--- config.mk ---
export PLATFORM = sky130hd
export DESIGN_NAME = mem_port_arbiter_flat
export DESIGN_NICKNAME = d
export VERILOG_FILES = /design/src/rtl/mem_port_arbiter_pkg.sv /design/src/rtl/mem_port_arbiter_if.sv /design/src/rtl/mem_port_arbiter_demux.sv /design/src/rtl/mem_port_arbiter.sv /design/src/flat_wrapper.sv
export SDC_FILE = /design/constraint.sdc
export NUM_CORES = 1
export LEC_CHECK = 0
export ABC_AREA = 1
export BUFFER_PORTS_ARGS = -buffer_cell sky130_fd_sc_hd__buf_2
export CORE_AREA = 2 2 343 345
export CTS_BUF_LIST = sky130_fd_sc_hd__clkbuf_4 sky130_fd_sc_hd__clkbuf_8
export DETAILED_ROUTE_END_ITERATION = 10
export DIE_AREA = 0 0 345 347
export GPL_TIMING_DRIVEN = 0
export PLACE_DENSITY_LB_ADDON = 0.1
export SETUP_SLACK_MARGIN = 0.1
export SKIP_CTS_REPAIR_TIMING = 1
export SLEW_MARGIN = 10
export SYNTH_ARGS = -nofsm -noshare
export SYNTH_HDL_FRONTEND = slang
export SYNTH_HIERARCHICAL = 1
export SYNTH_SLANG_ARGS = --single-unit
--- constraint.sdc ---
create_clock -name clk -period 1.4 [get_ports clk]
set_clock_uncertainty 0.15 [all_clocks]
set_input_delay 0.14 -clock clk [delete_from_list [all_inputs] [get_ports clk]]
set_output_delay 0.14 -clock clk [all_outputs]
set_load 0.03 [all_outputs]
--- src/rtl/mem_port_arbiter_pkg.sv ---
// Shared types for the two-requester memory port arbiter: FSM encoding, requester ids, default widths.
// Pure declarations, no timing of its own.
package mem_port_arbiter_pkg;

  localparam int DEF_ADDR_W = 32;
  localparam int DEF_LINE_W = 128;

  typedef enum logic [1:0] {
    IDLE = 2'd0,
    BUSY = 2'd1,
    RESP = 2'd2
  } state_t;

  localparam logic REQ_ICACHE = 1'b0;
  localparam logic REQ_DCACHE = 1'b1;

  // Round-robin pick: on a tie the requester that was not granted last time wins.
  function automatic logic pick_winner(input logic r0, input logic r1, input logic last_grant);
    if (r0 && r1) return ~last_grant;
    return r1 ? REQ_DCACHE : REQ_ICACHE;
  endfunction

endpackage

--- src/rtl/mem_port_arbiter_if.sv ---
// Requester and memory-side signal bundle of the arbiter.
// slave = arbiter's view, master = the caches/memory environment's view.
interface mem_port_arbiter_if #(
  parameter int ADDR_W = 32,
  parameter int LINE_W = 128
);
  logic              req0;
  logic              req1;
  logic [ADDR_W-1:0] addr0;
  logic [ADDR_W-1:0] addr1;
  logic              we0;
  logic              we1;
  logic [LINE_W-1:0] wdata0;
  logic [LINE_W-1:0] wdata1;
  logic              resp_valid0;
  logic              resp_valid1;
  logic [LINE_W-1:0] resp_data0;
  logic [LINE_W-1:0] resp_data1;
  logic              mem_req;
  logic [ADDR_W-1:0] mem_addr;
  logic              mem_we;
  logic [LINE_W-1:0] mem_wdata;
  logic              mem_ack;
  logic [LINE_W-1:0] mem_rdata;
  logic              busy;
  logic              owner;

  modport slave (
    input  req0, req1, addr0, addr1, we0, we1, wdata0, wdata1, mem_ack, mem_rdata,
    output resp_valid0, resp_valid1, resp_data0, resp_data1,
    output mem_req, mem_addr, mem_we, mem_wdata, busy, owner
  );

  modport master (
    output req0, req1, addr0, addr1, we0, we1, wdata0, wdata1, mem_ack, mem_rdata,
    input  resp_valid0, resp_valid1, resp_data0, resp_data1,
    input  mem_req, mem_addr, mem_we, mem_wdata, busy, owner
  );

endinterface

--- src/rtl/mem_port_arbiter_demux.sv ---
// 1-to-2 demux: steers din to the selected output, the other output is held at zero.
// Purely combinational, no flow control.
module mem_port_arbiter_demux #(
  parameter int N = 128
) (
  input  logic [N-1:0] din,
  input  logic         sel,
  output logic [N-1:0] dout0,
  output logic [N-1:0] dout1
);

  assign dout0 = sel ? '0  : din;
  assign dout1 = sel ? din : '0;

endmodule

--- src/rtl/mem_port_arbiter.sv ---
// Shares one memory port between icache (0) and dcache (1), round-robin, one transaction in flight.
// Grant -> mem_req next cycle; mem_ack -> one-cycle resp_valid next cycle; requests wait while busy.
module mem_port_arbiter
  import mem_port_arbiter_pkg::*;
#(
  parameter int ADDR_W = DEF_ADDR_W,
  parameter int LINE_W = DEF_LINE_W
) (
  input logic              clk,
  input logic              rst_n,
  mem_port_arbiter_if.slave bus
);

  state_t            state_q, state_d;
  logic              last_grant_q;
  logic              owner_q;
  logic              winner;
  logic              any_req;
  logic [ADDR_W-1:0] addr_q;
  logic              we_q;
  logic [LINE_W-1:0] wdata_q;
  logic [LINE_W-1:0] rdata_q;
  logic [LINE_W-1:0] resp_in;
  logic              resp_vld;

  assign any_req = bus.req0 | bus.req1;
  assign winner  = pick_winner(bus.req0, bus.req1, last_grant_q);

  always_comb begin
    state_d = state_q;
    case (state_q)
      IDLE:    if (any_req) state_d = BUSY;
      BUSY:    if (bus.mem_ack) state_d = RESP;
      RESP:    state_d = IDLE;
      default: state_d = IDLE;
    endcase
  end

  always_ff @(posedge clk) begin
    if (!rst_n) begin
      state_q      <= IDLE;
      last_grant_q <= REQ_DCACHE;
      owner_q      <= REQ_ICACHE;
      addr_q       <= '0;
      we_q         <= 1'b0;
      wdata_q      <= '0;
      rdata_q      <= '0;
    end else begin
      state_q <= state_d;
      // Request fields are captured once at grant so the port stays stable while busy.
      if (state_q == IDLE && any_req) begin
        owner_q      <= winner;
        last_grant_q <= winner;
        addr_q       <= (winner == REQ_DCACHE) ? bus.addr1  : bus.addr0;
        we_q         <= (winner == REQ_DCACHE) ? bus.we1    : bus.we0;
        wdata_q      <= (winner == REQ_DCACHE) ? bus.wdata1 : bus.wdata0;
      end
      if (state_q == BUSY && bus.mem_ack) rdata_q <= bus.mem_rdata;
    end
  end

  // Outputs decode registered state only; nothing flows straight from inputs.
  assign resp_vld = (state_q == RESP);
  assign resp_in  = resp_vld ? rdata_q : '0;

  mem_port_arbiter_demux #(.N(LINE_W)) u_data_demux (
    .din   (resp_in),
    .sel   (owner_q),
    .dout0 (bus.resp_data0),
    .dout1 (bus.resp_data1)
  );

  mem_port_arbiter_demux #(.N(1)) u_valid_demux (
    .din   (resp_vld),
    .sel   (owner_q),
    .dout0 (bus.resp_valid0),
    .dout1 (bus.resp_valid1)
  );

  assign bus.mem_req   = (state_q == BUSY);
  assign bus.mem_addr  = addr_q;
  assign bus.mem_we    = we_q;
  assign bus.mem_wdata = wdata_q;
  assign bus.busy      = (state_q != IDLE);
  assign bus.owner     = owner_q;

endmodule

--- src/flat_wrapper.sv ---
// flat-port wrapper written by rule: the top's interface ports become plain ports
module mem_port_arbiter_flat import mem_port_arbiter_pkg::*;
#(
  parameter int ADDR_W = DEF_ADDR_W,
  parameter int LINE_W = DEF_LINE_W
)
  (clk, rst_n, bus_req0, bus_req1, bus_addr0, bus_addr1, bus_we0, bus_we1, bus_wdata0, bus_wdata1, bus_mem_ack, bus_mem_rdata, bus_resp_valid0, bus_resp_valid1, bus_resp_data0, bus_resp_data1, bus_mem_req, bus_mem_addr, bus_mem_we, bus_mem_wdata, bus_busy, bus_owner);
  mem_port_arbiter_if #(.ADDR_W(ADDR_W), .LINE_W(LINE_W)) bus_i ();
  input logic clk;
  input logic rst_n;
  input wire logic [$bits(bus_i.req0)-1:0] bus_req0;
  input wire logic [$bits(bus_i.req1)-1:0] bus_req1;
  input wire logic [$bits(bus_i.addr0)-1:0] bus_addr0;
  input wire logic [$bits(bus_i.addr1)-1:0] bus_addr1;
  input wire logic [$bits(bus_i.we0)-1:0] bus_we0;
  input wire logic [$bits(bus_i.we1)-1:0] bus_we1;
  input wire logic [$bits(bus_i.wdata0)-1:0] bus_wdata0;
  input wire logic [$bits(bus_i.wdata1)-1:0] bus_wdata1;
  input wire logic [$bits(bus_i.mem_ack)-1:0] bus_mem_ack;
  input wire logic [$bits(bus_i.mem_rdata)-1:0] bus_mem_rdata;
  output wire logic [$bits(bus_i.resp_valid0)-1:0] bus_resp_valid0;
  output wire logic [$bits(bus_i.resp_valid1)-1:0] bus_resp_valid1;
  output wire logic [$bits(bus_i.resp_data0)-1:0] bus_resp_data0;
  output wire logic [$bits(bus_i.resp_data1)-1:0] bus_resp_data1;
  output wire logic [$bits(bus_i.mem_req)-1:0] bus_mem_req;
  output wire logic [$bits(bus_i.mem_addr)-1:0] bus_mem_addr;
  output wire logic [$bits(bus_i.mem_we)-1:0] bus_mem_we;
  output wire logic [$bits(bus_i.mem_wdata)-1:0] bus_mem_wdata;
  output wire logic [$bits(bus_i.busy)-1:0] bus_busy;
  output wire logic [$bits(bus_i.owner)-1:0] bus_owner;
  assign bus_i.req0 = bus_req0;
  assign bus_i.req1 = bus_req1;
  assign bus_i.addr0 = bus_addr0;
  assign bus_i.addr1 = bus_addr1;
  assign bus_i.we0 = bus_we0;
  assign bus_i.we1 = bus_we1;
  assign bus_i.wdata0 = bus_wdata0;
  assign bus_i.wdata1 = bus_wdata1;
  assign bus_i.mem_ack = bus_mem_ack;
  assign bus_i.mem_rdata = bus_mem_rdata;
  assign bus_resp_valid0 = bus_i.resp_valid0;
  assign bus_resp_valid1 = bus_i.resp_valid1;
  assign bus_resp_data0 = bus_i.resp_data0;
  assign bus_resp_data1 = bus_i.resp_data1;
  assign bus_mem_req = bus_i.mem_req;
  assign bus_mem_addr = bus_i.mem_addr;
  assign bus_mem_we = bus_i.mem_we;
  assign bus_mem_wdata = bus_i.mem_wdata;
  assign bus_busy = bus_i.busy;
  assign bus_owner = bus_i.owner;
  mem_port_arbiter #(.ADDR_W(ADDR_W), .LINE_W(LINE_W)) u_core (.clk(clk), .rst_n(rst_n), .bus(bus_i));
endmodule
* Word-level counts from Yosys, hierarchy flattened
Index checks and enable logic that the tools add are counted.
Widths: inputs -> output; s select.
** Operators by class
- Equality and inequality tests :: 4
- Mux-type cells :: 15
- Bitwise logic cells :: 2
- Reductions and logical operators :: 6
** Operators by type and width (number)
- $mux 128 :: 4
- $mux 32 :: 1
- $mux 1 :: 7
- $mux 2 :: 2
- $pmux 2 s2 :: 1
- $logic_and 1x1->1 :: 3
- $eq 2x1->1 const B :: 1
- $eq 2x2->1 const B :: 1
- $logic_not 2->1 :: 1
- $ne 2x1->1 const B :: 1
- $ne 2x2->1 const B :: 1
- $reduce_and 2->1 :: 1
- $reduce_bool 2->1 :: 1
- $not 1->1 :: 1
- $or 1x1->1 :: 1
** Word-level totals
- Register bits :: 293
- Input bits :: 455
- Output and inout bits :: 422
- Word-level logic and storage cells :: 34

* Depth between registers and ports, before layout
Gate-level depths: netlist of the first run.
- Word-level depth :: 4
- Gate-level depth with buffers :: 8
- Gate-level depth less buffers :: 6

* Hierarchy
The synthesis of the first run kept the hierarchy.
** Modules (own cells, without submodules)
- mem_port_arbiter :: times used 1, cells each 2567, area an instance 14915.6 um^2, seq. area each 5865.6 um^2
- mem_port_arbiter_demux (u_core.u_data_demux) :: times used 1, cells each 540, area an instance 2087.0 um^2, seq. area each 0.0 um^2
- mem_port_arbiter_demux (u_core.u_valid_demux) :: times used 1, cells each 4, area an instance 17.5 um^2, seq. area each 0.0 um^2

* Worst setup path after synthesis of the first run
OpenSTA, ideal clock, no wires.
- Path kind :: flip-flop to output port
- Start :: register u_core.state_q[1]
- End :: output port bus_resp_data0[104]
- Data arrival time :: 1.520 ns
- Required time :: 1.110 ns
- Slack :: -0.410 ns
- Cell stages (with the launch flop) :: 9
- Buffers on the path :: 2
- Cell sequence :: dfxtp_1 inv_2 nor2_1 inv_1 buf_2 buf_1 nor2_1 inv_1 nor2_1
** On the way
- Cells in the longest elaborated chain, start to end :: 3
** RTL lines
- from (decl) :: line mem_port_arbiter.sv:14 : state_t state_q, state_d;
- from (signal assigned) :: line mem_port_arbiter.sv:49 : state_q <= state_d;
- $eq 2x2->1 :: line mem_port_arbiter.sv:63 : assign resp_vld = (state_q == RESP);
- net u_core.resp_vld :: line mem_port_arbiter.sv:24 : logic resp_vld;
- $mux 128 :: line mem_port_arbiter.sv:64 : assign resp_in = resp_vld ? rdata_q : '0;
- net u_core.resp_in[104] :: line mem_port_arbiter.sv:23 : logic [LINE_W-1:0] resp_in;
- $mux 128 :: line mem_port_arbiter_demux.sv:12 : assign dout0 = sel ? '0 : din;
- to (decl) :: line flat_wrapper.sv:23 : output wire logic [$bits(bus_i.resp_data0)-1:0] bus_resp_data0;
The timed path passes the listed nets, and every way through them passes these cells.

* Worst setup path in the final report of the first run
- Start :: register u_core.state_q[1]
- End :: output port bus_resp_data0[121]
The elaborated chain is that of the path after synthesis.

==> results of run 1 <==
[kinds of logic (layout without fill, tap and decap cells)]
kind of cell / count (synthesis) / in the layout
other cells: 0 / 13
buf+inv: 902 / 2347
flops: 293 / 293
simple gates: 1786 / 1786
compound gates: 130 / 130
[cells in the final DEF (no fill, tap or decap), drive strengths merged]
cell type and count:
nand2 911, buf 920, dfxtp 293, a21oi 130, inv 718, dlygate4sd3 451, clkbuf 251, clkinvlp 2
nor2 746, clkinv 5, nand3 129, diode 13
[layer usage]
layer | GRT usage [%] | up-vias
li1 | - | 11610
met1 | 16.68 | 9708
met2 | 27.62 | 653
met3 | 6.557 | 135
met4 | 4.726 | 14
met5 | 0 | -
[cell type report]
cell class | instances | area, µm²
tap | 1524 | 1907
fill | 13400 | 84060
antenna | 13 | 32.53
multi-input combinational | 1916 | 9062
sequential | 293 | 5871
clock buffer | 106 | 1328
buffer | 186 | 1115
timing repair buffer | 1330 | 9615
inverter | 716 | 2688
clock inverter | 9 | 61.31
[path summary, 6_finish.rpt]
kind | from | end | slack [ns] | cells past startpoint
min reg2reg | u_core/rdata_q[89] | u_core/rdata_q[89] | 0.31 | 2
min | bus_req1 | u_core/bus.mem_addr[17] | 0.06 | 8
max reg2reg | u_core/state_q[0] | u_core/bus.owner | -0.85 | 7
max | u_core/state_q[1] | bus_resp_data0[121] | -1.02 | 9
[stage by stage]
| step | instance area [µm²] | power (W) | std cells |
|---|---|---|---|
| 3_5_place_dp | 24600 | 0.01680 | 5510 |
| 2_1_floorplan | 18310 | 0.01387 | 3111 |
| 5_1_grt | 31670 | 0.03003 | 6091 |
| 4_1_cts | 25990 | 0.02782 | 5625 |
| 6_report | 31680 | 0.02814 | 6093 |
| 3_3_place_gp | 24600 | 0.01683 | 5510 |
[flip-flops by register name, summed over array words and instances, names as in the netlist]
| signal | flops |
|---|---|
| u_core/rdata_q | 128 |
| u_core/last_grant_q | 1 |
| u_core/state_q | 2 |
| u_core/bus.mem_wdata | 128 |
| u_core/bus.owner | 1 |
| u_core/bus.mem_we | 1 |
| u_core/bus.mem_addr | 32 |
[power groups by stage]
| stage | Combinational, W | Clock, W | Sequential (W) |
|---|---|---|---|
| finish | 0.00819 | 0.0105 | 0.00943 |
| global route | 0.00906 | 0.0114 | 0.00953 |
| detailed placement | 0.00718 | 0 | 0.00961 |
| floorplan | 0.00321 | 0 | 0.0107 |
| CTS | 0.00720 | 0.0112 | 0.00944 |
| global placement | 0.00724 | 0 | 0.00959 |
[cell usage after synthesis]
| library cell | instances | share of area [%] |
|---|---|---|
| nor2_2 | 2 | 0.074 |
| buf_1 | 16 | 0.35 |
| clkinv_1 | 1 | 0.022 |
| inv_2 | 2 | 0.044 |
| nor2_1 | 743 | 16 |
| buf_2 | 98 | 2.9 |
| clkbuf_1 | 42 | 0.93 |
| nand3_1 | 129 | 3.8 |
| buf_4 | 30 | 1.3 |
| inv_1 | 713 | 16 |
| dfxtp_1 | 293 | 34 |
| a21oi_1 | 130 | 3.8 |
| nor2_4 | 1 | 0.066 |
| nand2_2 | 2 | 0.074 |
| nand2_1 | 909 | 20 |
[critical path, delay by kind of cell (launching register included)]
kind                   cells  cell delay (ns)
buffers and inverters      6             0.64
AND/OR/NAND/NOR            3             0.46
flip-flops                 1             0.34
==> results.txt, run 1 <==
f_max: 0.4125 GHz
DR WL met3: 7611 µm
worst vdd ir: 0.0004594 V
Critical Path AT: 2.13 ns
Clock Tree Root: clkbuf_8
post-synthesis mux area share: 0%
DR vias: 22120
post-synth cell types: 15
Initial Util: 14.71%
leak pwr: 15.99 nW
Synth Register Bits: 293
largest net degree at the start of global routing: 11
CP cell instances: inv_2, nor2_4, inv_2, buf_12, buf_12, nor2_4, inv_2, nor2_4, buf_6
Final ANT Viol Nets: 0
clock sink total: 293
Setup TNS Final: -402.33 ns
crit-path max cell delay: 0.34 ns
post-synthesis cell area: 0.01702 mm²
Final Hold Fails: 0
CTS Buf Count: 67
Layout Area Growth over Synthesis: 86.13%
vias in the first global route: 20390
met2 WL: 48910 µm
Vias/cell: 3.631
crit path max-delay cell type: dfxtp_2
relative slew slack: 53.27%
post-synthesis xor/xnor area fraction: 0%
final net count: 4965
Power per Cell Area: 888.3 mW/mm²
failing checks: setup timing
number of H-tree levels: 3
Compound-Gate Fraction of Synth Area: 3.823%
# setup viols final: 715
Row Count: 125
layout cells sized above 1: 33.30%
clk buf depth: 3
sequential share of power: 33.5%
First DRT Iteration DRCs: 825
GRT Residual Overflow: 0
Required @ worst endpoint: 1.11 ns
worst-margin pin slew: 0.7009 ns
Worst Setup Slack, final: -1.024 ns
Worst-path clk slew: 0.06 ns
I/O Pins: 877
sw frac: 35.88%
overall global routing resource usage: 15.55%
Crit. End Element: output pin
Simple-Gate Fraction of Synth Area: 40.44%
WL/cell: 16.18 µm
max layer used: met5
Cells after Synth: 3111
max-slew violations: 0
first-pass GRT wire length: 136800 µm
initial antenna violation count: 23
sequential area share after synthesis: 34.46%
Avg Cell Area, Syn: 5.471 µm²
Max Cap Viol: 0
crit path time final: 2.424 ns
Die Span Y: 347 µm
final core utilization: 27.37%
DRT met1 WL: 39730 µm
internal power: 0.01804 W
main combinational cell family by area after synthesis: simple AND/OR/NAND/NOR gates
combinational power share: 29.1%
Synth Warn #: 6
Clock power frac: 37.4%
DRT Pass-1 Iters: 5
Core Area: 0.1157 mm²
final wirelength: 98610 µm
I/O Buffers: 875
unrepaired setup endpoints after global routing: yes
Synth Net Count: 3566
DRC: 0
status: finished with violations
worst-path maximum fanout: 11
worst min path class: input port to register
Die X-Extent: 345 µm
later-pin clock latency in the skew report: 0.68 ns
Placer Congestion: 0.8160
final hold slack: 0.06301 ns
NetSw: 0.01010 W
Synth Area in Adders: 0%
crit share post-route: 173.2%
die area: 0.1197 mm²
pre-CTS WS: -0.9786 ns
CP Class: register to output pin
CTS tree: done
CP startpoint kind: register
HPWL Detailed: 79160 µm
(Power assumes the default switching activity.)
==> run 2: changes to the inputs <==
- PLACE_DENSITY_LB_ADDON: 0.1 -> unset
==> results.txt, run 2 (same netlist as run 1, synthesis figures left out) <==
status: finished with violations (unchanged)
failing checks: DRC, setup timing (was setup timing)
CTS Buf Count: 60 (was 67)
Die X-Extent: 345 µm (unchanged)
Critical Path End: bus_resp_data1[62] (was bus_resp_data0[121])
layout cells sized above 1: 34.14% (was 33.30%)
worst r2r src: u_core/state_q[0] (unchanged)
DRC: 6 (was 0)
Worst Setup Slack, final: -1.117 ns (was -1.024 ns)
Final Cell Area: 0.03192 mm² (was 0.03168 mm²)
crit share post-route: 179.8% (was 173.2%)
Final Hold Fails: 0 (unchanged)
HPWL Detailed: 87060 µm (was 79160 µm)
final net count: 4960 (was 4965)
Critical path buffers and inverters: 6 (unchanged)
WL/cell: 18.33 µm (was 16.18 µm)
Reg-to-Reg End: u_core/bus.mem_addr[19] (was u_core/bus.owner)
combinational power share: 29.9% (was 29.1%)
Critical Path AT: 2.23 ns (was 2.13 ns)
overall global routing resource usage: 16.49% (was 15.55%)
Cell Area, Placed: 0.02460 mm² (about the same)
vias in the first global route: 20540 (was 20390)
crit path max-delay cell type: dfxtp_2 (unchanged)
Tot Pwr: 0.02859 W (was 0.02814 W)
internal power: 0.01832 W (was 0.01804 W)
Crit. End Element: output pin (unchanged)
relative slew slack: 39.34% (was 53.27%)
fillers: 12660 (was 13400)
Reg2Reg Depth: 8 (was 7)
Die Span Y: 347 µm (unchanged)
number of H-tree levels: 2 (was 3)
Placer Congestion: 0.9891 (was 0.8160)
clock sink total: 293 (unchanged)
GRT Residual Overflow: 0 (unchanged)
die area: 0.1197 mm² (unchanged)
worst-path maximum fanout: 10 (was 11)
Power per Cell Area: 895.6 mW/mm² (was 888.3 mW/mm²)
Clock power frac: 37.0% (was 37.4%)
unrepaired setup endpoints after global routing: yes (unchanged)
Final ANT Viol Nets: 0 (unchanged)
# setup viols final: 715 (unchanged)
largest net degree at the start of global routing: 16 (was 11)
DR vias: 23860 (was 22120)
worst-margin pin slew: 0.9100 ns (was 0.7009 ns)
Initial Util: 14.71% (unchanged)
sw frac: 35.91% (was 35.88%)
most common library cell in the layout ignoring fill and taps: nand2_1 (unchanged)
Core Area: 0.1157 mm² (unchanged)
Crit. Startpoint: u_core/state_q[1] (unchanged)
DRT Pass-1 Iters: 11 (was 5)
leak pwr: 16.07 nW (was 15.99 nW)
Required @ worst endpoint: 1.11 ns (about the same)
worst vdd ir: 0.0007154 V (was 0.0004594 V)
R2R setup slack: -1.09 ns (was -0.85 ns)
Max Cap Viol: 0 (unchanged)
NetSw: 0.01027 W (was 0.01010 W)
crit-path max cell delay: 0.33 ns (was 0.34 ns)
first-pass GRT wire length: 142400 µm (was 136800 µm)
Clock Tree Root: clkbuf_8 (unchanged)
initial antenna violation count: 25 (was 23)
sequential share of power: 33.1% (was 33.5%)
First DRT Iteration DRCs: 1495 (was 825)
Layout Area Growth over Synthesis: 87.55% (was 86.13%)
CP Class: register to output pin (unchanged)
Largest delay share family, worst path: buffers and inverters (unchanged)
clk buf depth: 3 (unchanged)
Row Count: 125 (unchanged)
most frequent cells in the layout: nand2_1 (884), buf_2 (786), inv_1 (570), nor2_1 (492), dlygate4sd3_1 (451) (was nand2_1 (906), buf_2 (756), inv_1 (581), nor2_1 (495), dlygate4sd3_1 (451))
f_max: 0.3973 GHz (was 0.4125 GHz)
I/O Buffers: 875 (unchanged)
CP cell instances: inv_2, nor2_4, inv_4, buf_12, buf_12, nor2_4, nand2_2, inv_2, buf_6 (was inv_2, nor2_4, inv_2, buf_12, buf_12, nor2_4, inv_2, nor2_4, buf_6)
Worst-path clk slew: 0.06 ns (about the same)
I/O Pins: 877 (unchanged)
later-pin clock latency in the skew report: 0.71 ns (was 0.68 ns)
crit path time final: 2.517 ns (was 2.424 ns)
CP startpoint kind: register (unchanged)
Vias/cell: 3.920 (was 3.631)
WP depth: 9 (unchanged)
worst min path class: input port to register (unchanged)
max-slew violations: 0 (unchanged)
CTS tree: done (unchanged)
final wirelength: 111600 µm (was 98610 µm)
[run 2: changes by cell type in the layout (fill, tap and decap cells not counted), moves of 12 or more]
cell | previous run | this run
nor2_4 | 181 | 218
nor2_2 | 70 | 36
nand2_1 | 906 | 884
clkbuf_4 | 124 | 94
buf_6 | 55 | 67
nand2_2 | 5 | 27
buf_2 | 756 | 786
[run 2: how the worst min path moves through the flow]
stage                       startpoint                      end  cells past startpoint
finish                        bus_req0  u_core/bus.mem_addr[14]                      8
global route                  bus_req0  u_core/bus.mem_addr[15]                      8
CTS                   bus_mem_rdata[6]        u_core/rdata_q[6]                      3
detailed placement  bus_mem_rdata[106]      u_core/rdata_q[106]                      3
global placement    bus_mem_rdata[112]      u_core/rdata_q[112]                      3
floorplan           bus_mem_rdata[100]      u_core/rdata_q[100]                      2
[run 2: cell type report]
cell class	instances	area, µm²	share of cell area [%]
Buffer	186	1121	3.512
Clock inverter	12	170.2	0.5331
Antenna cell	8	20.02	0.06271
Clock buffer	100	1232	3.861
Inverter	716	2690	8.427
Tap cell	1524	1907	5.973
Timing Repair Buffer	1332	9600	30.07
Multi-Input combinational cell	1916	9310	29.17
Sequential cell	293	5871	18.39
[run 2: through the flow]
stage                     worst slack [ns]  hold slack [ns]  std cells  setup TNS [ns]  util [%]
after floorplan                   -0.08254           0.1544       3111          -20.04         -
after global placement              -1.410           0.2624       5510         -432.46     21.25
after detailed placement            -1.414           0.2681       5510         -431.72     21.26
after CTS                           -1.950          -0.5666       5622         -661.30     22.47
after global routing                -1.216          0.02583       6082         -529.92     27.57
final                               -1.117          0.03504       6087         -435.49     27.58
[run 2: worst min-delay path, stage by stage]
cell and delay, ns:
buf_2 0.11, inv_1 0.04, nand2_1 0.06, nand2_1 0.05, buf_2 0.22, nand2_1 0.09
nand2_1 0.04, nor2_1 0.09
[run 2: power groups by stage]
stage          sequential [W]  combinational (W)  clock [W]
6_report              0.00945            0.00856     0.0106
5_1_grt               0.00954            0.00927     0.0114
3_3_place_gp          0.00960            0.00727          0
3_5_place_dp          0.00962            0.00730          0
4_1_cts               0.00946            0.00733     0.0111
2_1_floorplan          0.0107            0.00321          0
[run 2: routing by layer]
metal	vias up	routed length [µm]	GRT usage (%)
li1	11620	-	-
met1	10740	40580	17.61
met2	1199	54370	29.23
met3	292	10190	6.086
met4	16	6312	6.767
met5	-	109	0
